`src/rtl/shift_arbiter_pkg.sv`:
```
// rtl/shift_arbiter_pkg.sv - shared constants and state encoding for the shift arbiter
package shift_arbiter_pkg;

  localparam int WIDTH   = 32;
  localparam int SHAMT_W = 5;

  localparam logic OP_SLL = 1'b0;
  localparam logic OP_SRA = 1'b1;

  typedef enum logic {
    ST_IDLE = 1'b0,
    ST_EXEC = 1'b1
  } state_t;

endpackage

```
`src/rtl/shift_arbiter_shift_core.sv`:
```
// rtl/shift_arbiter_shift_core.sv - combinational sll/sra datapath with op select
module shift_core #(
  parameter int WIDTH   = shift_arbiter_pkg::WIDTH,
  parameter int SHAMT_W = shift_arbiter_pkg::SHAMT_W
) (
  input  logic               op,
  input  logic [SHAMT_W-1:0] shamt,
  input  logic [WIDTH-1:0]   data,
  output logic [WIDTH-1:0]   result
);

  import shift_arbiter_pkg::*;

  logic [WIDTH-1:0] sll_result;
  logic [WIDTH-1:0] sra_result;

  sll_core #(
    .WIDTH   (WIDTH),
    .SHAMT_W (SHAMT_W)
  ) u_sll (
    .data   (data),
    .shamt  (shamt),
    .result (sll_result)
  );

  sra_core #(
    .WIDTH   (WIDTH),
    .SHAMT_W (SHAMT_W)
  ) u_sra (
    .data   (data),
    .shamt  (shamt),
    .result (sra_result)
  );

  // Both cores run every cycle; the latched op picks which one is kept.
  always_comb begin
    result = sll_result;
    if (op == OP_SRA) result = sra_result;
  end

endmodule

```
`src/rtl/sll_core.sv`:
```
// rtl/sll_core.sv - logical-left shift core, zero fill
module sll_core #(
  parameter int WIDTH   = 32,
  parameter int SHAMT_W = 5
) (
  input  logic [WIDTH-1:0]   data,
  input  logic [SHAMT_W-1:0] shamt,
  output logic [WIDTH-1:0]   result
);

  // Shift amount is already WIDTH-modulo by its width.
  assign result = data << shamt;

endmodule

```
`src/rtl/sra_core.sv`:
```
// rtl/sra_core.sv - arithmetic-right shift core, sign fill from the top bit
module sra_core #(
  parameter int WIDTH   = 32,
  parameter int SHAMT_W = 5
) (
  input  logic [WIDTH-1:0]   data,
  input  logic [SHAMT_W-1:0] shamt,
  output logic [WIDTH-1:0]   result
);

  // Signed view makes >>> replicate bit WIDTH-1 into the vacated positions.
  assign result = $signed(data) >>> shamt;

endmodule

```
`src/rtl/shift_arbiter.sv`:
```
// rtl/shift_arbiter.sv - round-robin arbiter sharing one shift datapath between two requesters
module shift_arbiter #(
  parameter int   WIDTH     = shift_arbiter_pkg::WIDTH,
  parameter int   SHAMT_W   = shift_arbiter_pkg::SHAMT_W,
  parameter logic INIT_PRIO = 1'b0
) (
  input  logic               clock,
  input  logic               reset,
  input  logic               req0,
  input  logic               op0,
  input  logic [SHAMT_W-1:0] shamt0,
  input  logic [WIDTH-1:0]   data0,
  input  logic               req1,
  input  logic               op1,
  input  logic [SHAMT_W-1:0] shamt1,
  input  logic [WIDTH-1:0]   data1,
  output logic               gnt0,
  output logic               gnt1,
  output logic               done0,
  output logic               done1,
  output logic [WIDTH-1:0]   result,
  output logic               busy
);

  import shift_arbiter_pkg::*;

  state_t             state;
  logic               prio;
  logic               op_q;
  logic [SHAMT_W-1:0] shamt_q;
  logic [WIDTH-1:0]   data_q;
  logic               id_q;
  logic [WIDTH-1:0]   shift_out;

  // Grants only from IDLE; the priority pointer breaks ties so both never fire.
  always_comb begin
    gnt0 = 1'b0;
    gnt1 = 1'b0;
    if (state == ST_IDLE) begin
      gnt0 = req0 & (~req1 | (prio == 1'b0));
      gnt1 = req1 & (~req0 | (prio == 1'b1));
    end
  end

  assign busy = (state == ST_EXEC);

  shift_core #(
    .WIDTH   (WIDTH),
    .SHAMT_W (SHAMT_W)
  ) u_shift_core (
    .op     (op_q),
    .shamt  (shamt_q),
    .data   (data_q),
    .result (shift_out)
  );

  // Arbiter FSM: capture winner's operands in IDLE, register the shift result in EXEC.
  always_ff @(posedge clock or posedge reset) begin
    if (reset) begin
      state   <= ST_IDLE;
      prio    <= INIT_PRIO;
      op_q    <= 1'b0;
      shamt_q <= '0;
      data_q  <= '0;
      id_q    <= 1'b0;
      done0   <= 1'b0;
      done1   <= 1'b0;
      result  <= '0;
    end else begin
      done0 <= 1'b0;
      done1 <= 1'b0;
      case (state)
        ST_IDLE: begin
          if (gnt0) begin
            op_q    <= op0;
            shamt_q <= shamt0;
            data_q  <= data0;
            id_q    <= 1'b0;
            prio    <= 1'b1;
            state   <= ST_EXEC;
          end else if (gnt1) begin
            op_q    <= op1;
            shamt_q <= shamt1;
            data_q  <= data1;
            id_q    <= 1'b1;
            prio    <= 1'b0;
            state   <= ST_EXEC;
          end
        end
        ST_EXEC: begin
          result <= shift_out;
          done0  <= ~id_q;
          done1  <= id_q;
          state  <= ST_IDLE;
        end
        default: state <= ST_IDLE;
      endcase
    end
  end

endmodule

```
`config.mk`:
```
export PLATFORM = sky130hd
export DESIGN_NAME = shift_arbiter
export DESIGN_NICKNAME = d
export VERILOG_FILES = /design/src/rtl/shift_arbiter_pkg.sv /design/src/rtl/shift_arbiter_shift_core.sv /design/src/rtl/sll_core.sv /design/src/rtl/sra_core.sv /design/src/rtl/shift_arbiter.sv
export SDC_FILE = /design/constraint.sdc
export NUM_CORES = 1
export LEC_CHECK = 0
export CAP_MARGIN = 10
export CORE_MARGIN = 2
export CORE_UTILIZATION = 55
export CTS_BUF_LIST = sky130_fd_sc_hd__clkbuf_8
export CTS_CLUSTER_SIZE = 12
export DETAILED_ROUTE_END_ITERATION = 6
export GPL_TIMING_DRIVEN = 0
export PLACE_DENSITY = 0.88
export RECOVER_POWER = 100
export SYNTH_ARGS = -nofsm -noshare
export SYNTH_HDL_FRONTEND = slang
export SYNTH_SLANG_ARGS = --single-unit
```
`constraint.sdc`:
```
create_clock -name clock -period 2.8 [get_ports clock]
set_input_delay 0.28 -clock clock [delete_from_list [all_inputs] [get_ports clock]]
set_output_delay 0.28 -clock clock [all_outputs]
set_load 0.005 [all_outputs]
```
==> out/summary.txt, run 1 <==
Placed Cells incl. Taps - 1058
Share of cells above drive strength 1 - 0.184
Syn_nets - 841
Top-area cell type share of the netlist area - 0.246
Yosys top cell by area - dfrtp_1
Setup violations, final - 3
CP Launch Type - flop
Max H-tree Level - 3
Failing checks - design-rule violations, max-capacitance violations, max-slew violations, negative setup slack
Status - finished, violations left
Max-Cap Viols - 1
Family with the most delay on the worst path - buffers and inverters
Post-DRT Antenna Nets - 0
Sw Pwr - 4.27 mW
R2R cell count - 8
Non-Filler Instances - 1073
DR DRC count - 2
CTS sink cnt - 75
RSZ-0062 raised after global routing - no
TritonCTS Buffers - 9
Critical Path, Cell by Cell - clkbuf_1 -> clkbuf_2 -> buf_2 -> buf_2 -> nor2_1 -> o22ai_1 -> nand3_1 -> a32oi_1
Setup WS pre-CTS - -0.128 ns
Clock slew at reported path FFs - 0.09 ns
Top cells by area, synth - dfrtp_1 (25%), mux4_2 (22%), mux2i_1 (6.9%)
Initial DRT Pass Iterations - 7
Nets - 969
Num ports - 117
Power Density - 944 nW/um^2
Worst-path maximum fanout - 10
Hold crit path type - in2reg
Site Rows - 43
First-pass GRT wire length - 50.1 mm
Mapped Area - 7640 sq um
Part of the cycle the worst path needs - 1.01
Combinational power share - 0.682
Share of total power in sequential cells - 0.198
Setup TNS - -0.0322 ns
WP depth - 8
Routed WL - 34.3 mm
Die area - 14800 sq um
Worst Setup SP - shamt_q[3]$_DFFE_PP0P_
Post-synth EDFFs - 0
Clock power frac - 0.120
FFs w/ async S/R, synth - 1.00
Syn Area/Cell - 10.0 sq um
Reg2reg end - result[20]$_DFFE_PP0P_
P_int - 4.47 mW
Yosys warning count - 0
Starting Density - 0.557
Final Hold Fails - 0
Crit path time final - 2.82 ns
Commonest non-fill, non-tap cell in the layout - clkdlybuf4s50_1
Grt total ovfl - 0
Vias - 8207
N_diodes - 0
Synth Instances - 761
Final setup margin - -0.0206 ns
Port Buffer Count - 116
CP Data Required Time - 3.12 ns
Die Y - 122 microns
DR WL/cell - 31.9 microns
Max Fclk - 355 MHz
CP Class - reg2reg
Post-Route Skew - 0.0156 ns
CP arrival - 3.14 ns
Sequential element share of the synthesized area - 0.246
Root Driver - clkbuf_8
Slew at the pin with the worst max-slew slack - 1.62 ns
Crit path capture - result[20]$_DFFE_PP0P_
Fin. max-slew vios - 38
Placer congestion estimate - 1.11
Initial DRC count - 1794
Chip width - 122 microns
Slowest CP cell - o22ai_1
#FFs+latches synth - 75
Tightest hold margin - 0.458 ns
FF-to-FF setup slack - -0.02 ns
P_leak - 3.66 nW
Prevailing post-synth register cell - dfrtp_1
Vias in the first global route - 7706
Hold buffers post-CTS - 0
Area post-placement - 9050 sq um
CORE AREA - 13700 sq um
Largest net degree at the start of global routing - 40
Design Area, Final - 9260 sq um
Max_slew headroom - -0.0883
CP dominant cell by count - buf_2
Via-to-Cell Ratio - 7.65
Commonest cells after routing, fill and taps aside - clkdlybuf4s50_1 (78), dfrtp_1 (75), mux4_2 (73)
CTS tree - done
Worst R2R Start - shamt_q[3]$_DFFE_PP0P_
Max incr delay on CP - 0.56 ns
P&R area growth vs syn - 21.2%
Total GRT Usage - 0.469
Crit. End Element - flop
Synth unique cells - 67
Dpl hpwl - 25.8 mm
Initial antenna violation count - 1
Buffers & Inverters on Critical Path - 4
Worst-case clock buffer depth - 2
Sw Share - 0.488
Worst-skew pair later-pin latency - 0.41 ns
Worst vdd ir - 0.640 mV
==> per-stage QoR <==
step / util / total power [mW]
floorplan: - / 5.21
global placement: 0.658 / 7.37
detailed placement: 0.659 / 7.41
CTS: 0.677 / 8.46
global route: 0.675 / 8.89
finish: 0.675 / 8.74
==> registers in the layout, summed over array words and instances, names as in the netlist <==
register,cells
data_q,32
result,32
shamt_q,5
busy,1
done0,1
done1,1
id_q,1
op_q,1
prio,1
==> cell type report <==
cell class | count | area [sq um]
fill | 1070 | 4460
timing repair buffer | 117 | 1170
tap | 180 | 225
sequential | 75 | 1880
multi-input combinational | 531 | 4980
inverter | 51 | 193
clock inverter | 6 | 106
buffer | 104 | 581
clock buffer | 9 | 124
==> Yosys cell counts (all sizes together), types with 12 or more instances <==
cell type	instances
mux4	83
dfrtp	75
nand2	59
clkbuf	57
mux2i	53
inv	49
buf	47
nor2	39
a222oi	36
o21ai	34
a21oi	32
nand3	20
mux2	19
o22ai	13
nand2b	12
nor2b	12
nor3	12
==> per-layer routing <==
layer  track usage  vias up  wire [microns]
met5             0        -              10
met4         0.266        2            2810
met3         0.174      246            5070
met2         0.700      876           14700
met1         0.589     3832           11700
li1              -     3251               -
==> what timing repair did <==
item,in CTS,in global routing
endpoints found under the setup margin,2,4
gates resized for setup,2,3
setup buffers,0,0
==> cells by family after synthesis <==
group | share of synthesized area
AND/OR/NAND/NOR | 0.105
buffers and inverters | 0.105
AO/OA/AOI/OAI | 0.198
multiplexers | 0.347
flip-flops | 0.246
==> power groups by stage <==
stage / sequential [mW] / clock, mW / combinational, mW
2_1_floorplan: 1.67 / 0 / 3.54
3_3_place_gp: 1.71 / 0 / 5.66
3_5_place_dp: 1.74 / 0 / 5.67
4_1_cts: 1.72 / 1.03 / 5.70
5_1_grt: 1.75 / 1.08 / 6.05
6_report: 1.73 / 1.05 / 5.96
==> tightest hold or removal path: stages <==
cell and delay, ns:
clkdlybuf4s50_1 0.45, a222oi_1 0.06, inv_1 0.05
==> worst min-delay path by stage <==
stage                             endpoint              startpoint  depth (start not counted)
floorplan            data_q[0]$_DFFE_PP0P_                data1[0]                          2
global placement    result[30]$_DFFE_PP0P_  result[30]$_DFFE_PP0P_                          1
detailed placement   result[6]$_DFFE_PP0P_   result[6]$_DFFE_PP0P_                          1
CTS                        done0$_DFF_PP0_                   reset                          2
global route        data_q[24]$_DFFE_PP0P_               data1[24]                          3
finish              data_q[24]$_DFFE_PP0P_               data1[24]                          3
No activity file was read; power rests on OpenSTA's default activity.
==> inputs of run 2 (changes only) <==
--- a/config.mk
+++ b/config.mk
@@ -11,7 +11,6 @@
 export CTS_BUF_LIST = sky130_fd_sc_hd__clkbuf_8
 export CTS_CLUSTER_SIZE = 12
 export DETAILED_ROUTE_END_ITERATION = 6
-export GPL_TIMING_DRIVEN = 0
 export PLACE_DENSITY = 0.88
 export RECOVER_POWER = 100
 export SYNTH_ARGS = -nofsm -noshare
==> out/summary.txt, run 2 (same netlist as run 1, synthesis figures left out) <==
Vias in the first global route - 6812
Setup WS pre-CTS - 0.282 ns
Starting Density - 0.557
Cts repair resizes - 0
Sw Share - 0.458
DR WL/cell - 25.7 microns
Setup TNS - 0 ns
Fin. max-slew vios - 39
Site Rows - 43
Via-to-Cell Ratio - 7.31
CORE AREA - 13700 sq um
Failing checks - max-capacitance violations, max-slew violations
Worst-skew pair later-pin latency - 0.40 ns
Worst-path maximum fanout - 21
Initial antenna violation count - 0
Worst Setup SP - shamt_q[1]$_DFFE_PP0P_
Clock slew at reported path FFs - 0.09 ns
Setup violations, final - 0
Commonest cells after routing, fill and taps aside - clkdlybuf4s50_1 (79), mux4_2 (73), dfrtp_1 (71)
Sw Pwr - 3.69 mW
Final Hold Fails - 0
Reg2reg end - result[7]$_DFFE_PP0P_
P&R area growth vs syn - 18.3%
Commonest non-fill, non-tap cell in the layout - clkdlybuf4s50_1
Max H-tree Level - 3
Initial DRT Pass Iterations - 7
CP Launch Type - flop
Hold crit path type - in2async
Root Driver - clkbuf_8
FF-to-FF setup slack - 0.16 ns
CP Data Required Time - 3.06 ns
Initial DRC count - 1452
Part of the cycle the worst path needs - 0.942
Max-Cap Viols - 1
Max Fclk - 379 MHz
Routed WL - 26.0 mm
Share of cells above drive strength 1 - 0.199
Vias - 7394
P_int - 4.37 mW
First-pass GRT wire length - 40.4 mm
DR DRC count - 0
Post-Route Skew - 0.0158 ns
Clock power frac - 0.122
N_diodes - 0
TritonCTS Buffers - 9
Slew at the pin with the worst max-slew slack - 2.12 ns
Die area - 14800 sq um
Max_slew headroom - -0.413
Dpl hpwl - 18.8 mm
Crit path time final - 2.64 ns
CTS sink cnt - 75
Num ports - 117
Chip width - 122 microns
Largest regs - data_q: 32 flops, result: 32 flops, shamt_q: 5 flops
Crit path capture - result[7]$_DFFE_PP0P_
Design Area, Final - 9030 sq um
Die Y - 122 microns
Placer congestion estimate - 1.16
Final setup margin - 0.161 ns
Area post-placement - 8820 sq um
Nets - 906
Core Util, Final - 0.658
Post-DRT Antenna Nets - 0
Share of total power in sequential cells - 0.262
Worst-case clock buffer depth - 2
CP Class - reg2reg
Port Buffer Count - 116
Largest net degree at the start of global routing - 62
Crit. End Element - flop
Worst vdd ir - 0.407 mV
Hold buffers post-CTS - 0
Grt total ovfl - 0
CTS tree - done
Worst R2R Start - shamt_q[1]$_DFFE_PP0P_
Total GRT Usage - 0.364
R2R cell count - 6
CP arrival - 2.90 ns
Status - finished, violations left
Tightest hold margin - 0.303 ns
RSZ-0062 raised after global routing - no
Setup bufs post-CTS - 0
P_leak - 3.57 nW
Power Density - 893 nW/um^2
Combinational power share - 0.616
## run 2: cell types whose count changed in the layout (fill, tap and decap cells not counted), sizes merged
cell           delta
clkdlybuf4s50     +1
clkbuf           -63
bufinv            -1
clkinv            +3
dlygate4sd3       -1
clkinvlp          -2
buf               +1
## run 2: power by group through the flow
stage | Clock [mW] | Combinational [mW] | Sequential, mW
global route | 1.03 | 5.21 | 2.18
floorplan | 0 | 3.54 | 1.67
CTS | 0.992 | 4.87 | 2.10
global placement | 0 | 4.82 | 2.10
finish | 0.983 | 4.96 | 2.12
detailed placement | 0 | 4.85 | 2.12
## run 2: critical path, cell delays in order, from the launching register on
cell and delay (ns):
dfrtp_4 0.58, buf_4 0.35, mux4_1 0.61, mux2i_1 0.44, o211ai_1 0.16, o21ai_0 0.24, a31oi_1 0.11
## run 2: metrics by stage
step / total power [mW] / cells
4_1_cts: 7.97 / 1011
2_1_floorplan: 5.21 / 761
3_5_place_dp: 6.97 / 995
5_1_grt: 8.42 / 1011
3_3_place_gp: 6.92 / 995
6_report: 8.06 / 1011
## run 2: how the worst min path moves through the flow
stage / cells past startpoint / slack [ns] / endpoint
2_1_floorplan: 2 / 0.41 / data_q[0]$_DFFE_PP0P_
3_3_place_gp: 1 / 0.48 / done0$_DFF_PP0_
3_5_place_dp: 1 / 0.48 / done0$_DFF_PP0_
4_1_cts: 3 / 0.33 / result[7]$_DFFE_PP0P_
5_1_grt: 3 / 0.35 / result[3]$_DFFE_PP0P_
6_report: 3 / 0.30 / result[7]$_DFFE_PP0P_
## run 2: area by class of cell
type	instances	area, sq um
Multi-Input combinational cell	531	4980
Fill cell	1061	4690
Sequential cell	75	1890
Timing Repair Buffer	158	1530
Tap cell	180	225
Inverter	51	191
Clock buffer	10	138
Clock inverter	6	87.6
## run 2: routing by layer
metal / global-route usage / wire, microns
met4: 0.181 / 1350
met5: 0 / 0
met2: 0.525 / 11500
met3: 0.121 / 3500
met1: 0.495 / 9660
==> inputs of run 3 (changes only) <==
==> constraint.sdc (replaced) <==
create_clock -name clock -period 2.7 [get_ports clock]
set_input_delay 0.27 -clock clock [delete_from_list [all_inputs] [get_ports clock]]
set_output_delay 0.27 -clock clock [all_outputs]
set_load 0.1 [all_outputs]
==> out/summary.txt, run 3 (same netlist as run 1, synthesis figures left out) <==
Status - complete, no violations
Setup TNS - 0 ns
DR DRC count - 0
Crit. End Element - flop
Commonest cells after routing, fill and taps aside - clkdlybuf4s50_1 (78), mux4_2 (73), dfrtp_1 (71)
Port Buffer Count - 116
Max_slew headroom - 0.0533
Hold buffers post-CTS - 0
N_diodes - 0
Via-to-Cell Ratio - 7.22
CTS sink cnt - 75
Reg area - 1890 sq um
CORE AREA - 13700 sq um
Nets - 935
Initial antenna violation count - 0
Crit path time final - 2.58 ns
Starting Density - 0.557
CP Data Required Time - 2.95 ns
Post-Route Skew - 0.0129 ns
Overall Power - 10.1 mW
Clock slew at reported path FFs - 0.09 ns
Part of the cycle the worst path needs - 0.954
Grt total ovfl - 0
CTS tree - done
P_leak - 3.58 nW
Slew at the pin with the worst max-slew slack - 1.42 ns
Worst-case clock buffer depth - 2
Cts repair resizes - 0
Final Hold Fails - 0
Setup WS pre-CTS - 0.120 ns
Multi-input logic area - 4980 sq um
Root Driver - clkbuf_8
Largest net degree at the start of global routing - 51
RSZ-0062 raised after global routing - no
Die Y - 122 microns
Dpl hpwl - 20.5 mm
First-pass GRT wire length - 42.7 mm
Power Density - 1120 nW/um^2
Final setup margin - 0.124 ns
Largest regs - data_q: 32 flops, result: 32 flops, shamt_q: 5 flops
Max-Cap Viols - 0
CP Launch Type - flop
Max layer used - met4
Worst-skew pair later-pin latency - 0.39 ns
Routed WL - 27.6 mm
Post-DRT Antenna Nets - 0
Initial DRC count - 1442
CP arrival - 2.82 ns
Worst vdd ir - 0.455 mV
Met3 wire len - 3.70 mm
Die area - 14800 sq um
Fin. max-slew vios - 0
Worst-path maximum fanout - 21
Total GRT Usage - 0.384
Vias - 7508
CP Class - reg2reg
Max Fclk - 388 MHz
DR WL/cell - 26.5 microns
Hold crit path type - in2async
Chip width - 122 microns
Commonest non-fill, non-tap cell in the layout - clkdlybuf4s50_1
Setup bufs post-CTS - 0
Max H-tree Level - 3
Placer congestion estimate - 1.10
Setup violations, final - 0
TritonCTS Buffers - 9
Initial DRT Pass Iterations - 7
Num ports - 117
Vias in the first global route - 7081
Site Rows - 43
Share of cells above drive strength 1 - 0.228
P&R area growth vs syn - 18.5%
M1 WL - 10.5 mm
DR WL met2 - 11.9 mm
Fill count - 1109
run 3: cell type report:
type	instances	area share
clock buffers	10	0.0152
clock inverters	6	0.00719
flip-flops and latches	75	0.208
inverters	51	0.0211
repair buffers	187	0.173
well taps	180	0.0249
multi-input cells	531	0.550
run 3: stage by stage:
| step | area [sq um] | cells | hold slack, ns | util |
|---|---|---|---|---|
| global placement | 9020 | 1023 | 0.485 | 0.657 |
| finish | 9050 | 1040 | 0.305 | 0.660 |
| global route | 9050 | 1040 | 0.328 | 0.660 |
| detailed placement | 9020 | 1024 | 0.489 | 0.658 |
| floorplan | 7640 | 761 | 0.395 | - |
| CTS | 9230 | 1040 | 0.128 | 0.673 |
run 3: worst paths after layout:
kind / cells after the start / end / from / slack (ns)
worst max-delay path: 7 / result[2]$_DFFE_PP0P_ / shamt_q[1]$_DFFE_PP0P_ / 0.12
worst min-delay path: 2 / op_q$_DFFE_PP0P_ / reset / 0.31
worst max register to register: 7 / result[2]$_DFFE_PP0P_ / shamt_q[1]$_DFFE_PP0P_ / 0.12
worst min register to register: 1 / done0$_DFF_PP0_ / id_q$_DFFE_PP0P_ / 0.50
max in group asynchronous: 3 / shamt_q[2]$_DFFE_PP0P_ / reset / 0.66
min in group clock: 3 / op_q$_DFFE_PP0P_ / op1 / 0.48
run 3: critical path, stage by stage, from the launching register on:
cell,delay [ns]
dfrtp_4,0.62
buf_12,0.22
clkbuf_2,0.24
mux2_2,0.35
mux2i_1,0.23
mux2i_1,0.24
a311oi_1,0.35
o221ai_1,0.16
run 3: layer usage:
metal / up-vias / track usage
li1: 3172 / -
met1: 3580 / 0.530
met2: 635 / 0.551
met3: 121 / 0.119
met4: 0 / 0.185
met5: - / 0
run 3: power by group:
group	internal, mW	switching (mW)	total [mW]
Combinational	2.48	4.53	7.00
Sequential	1.49	0.699	2.19
Clock	0.449	0.464	0.913
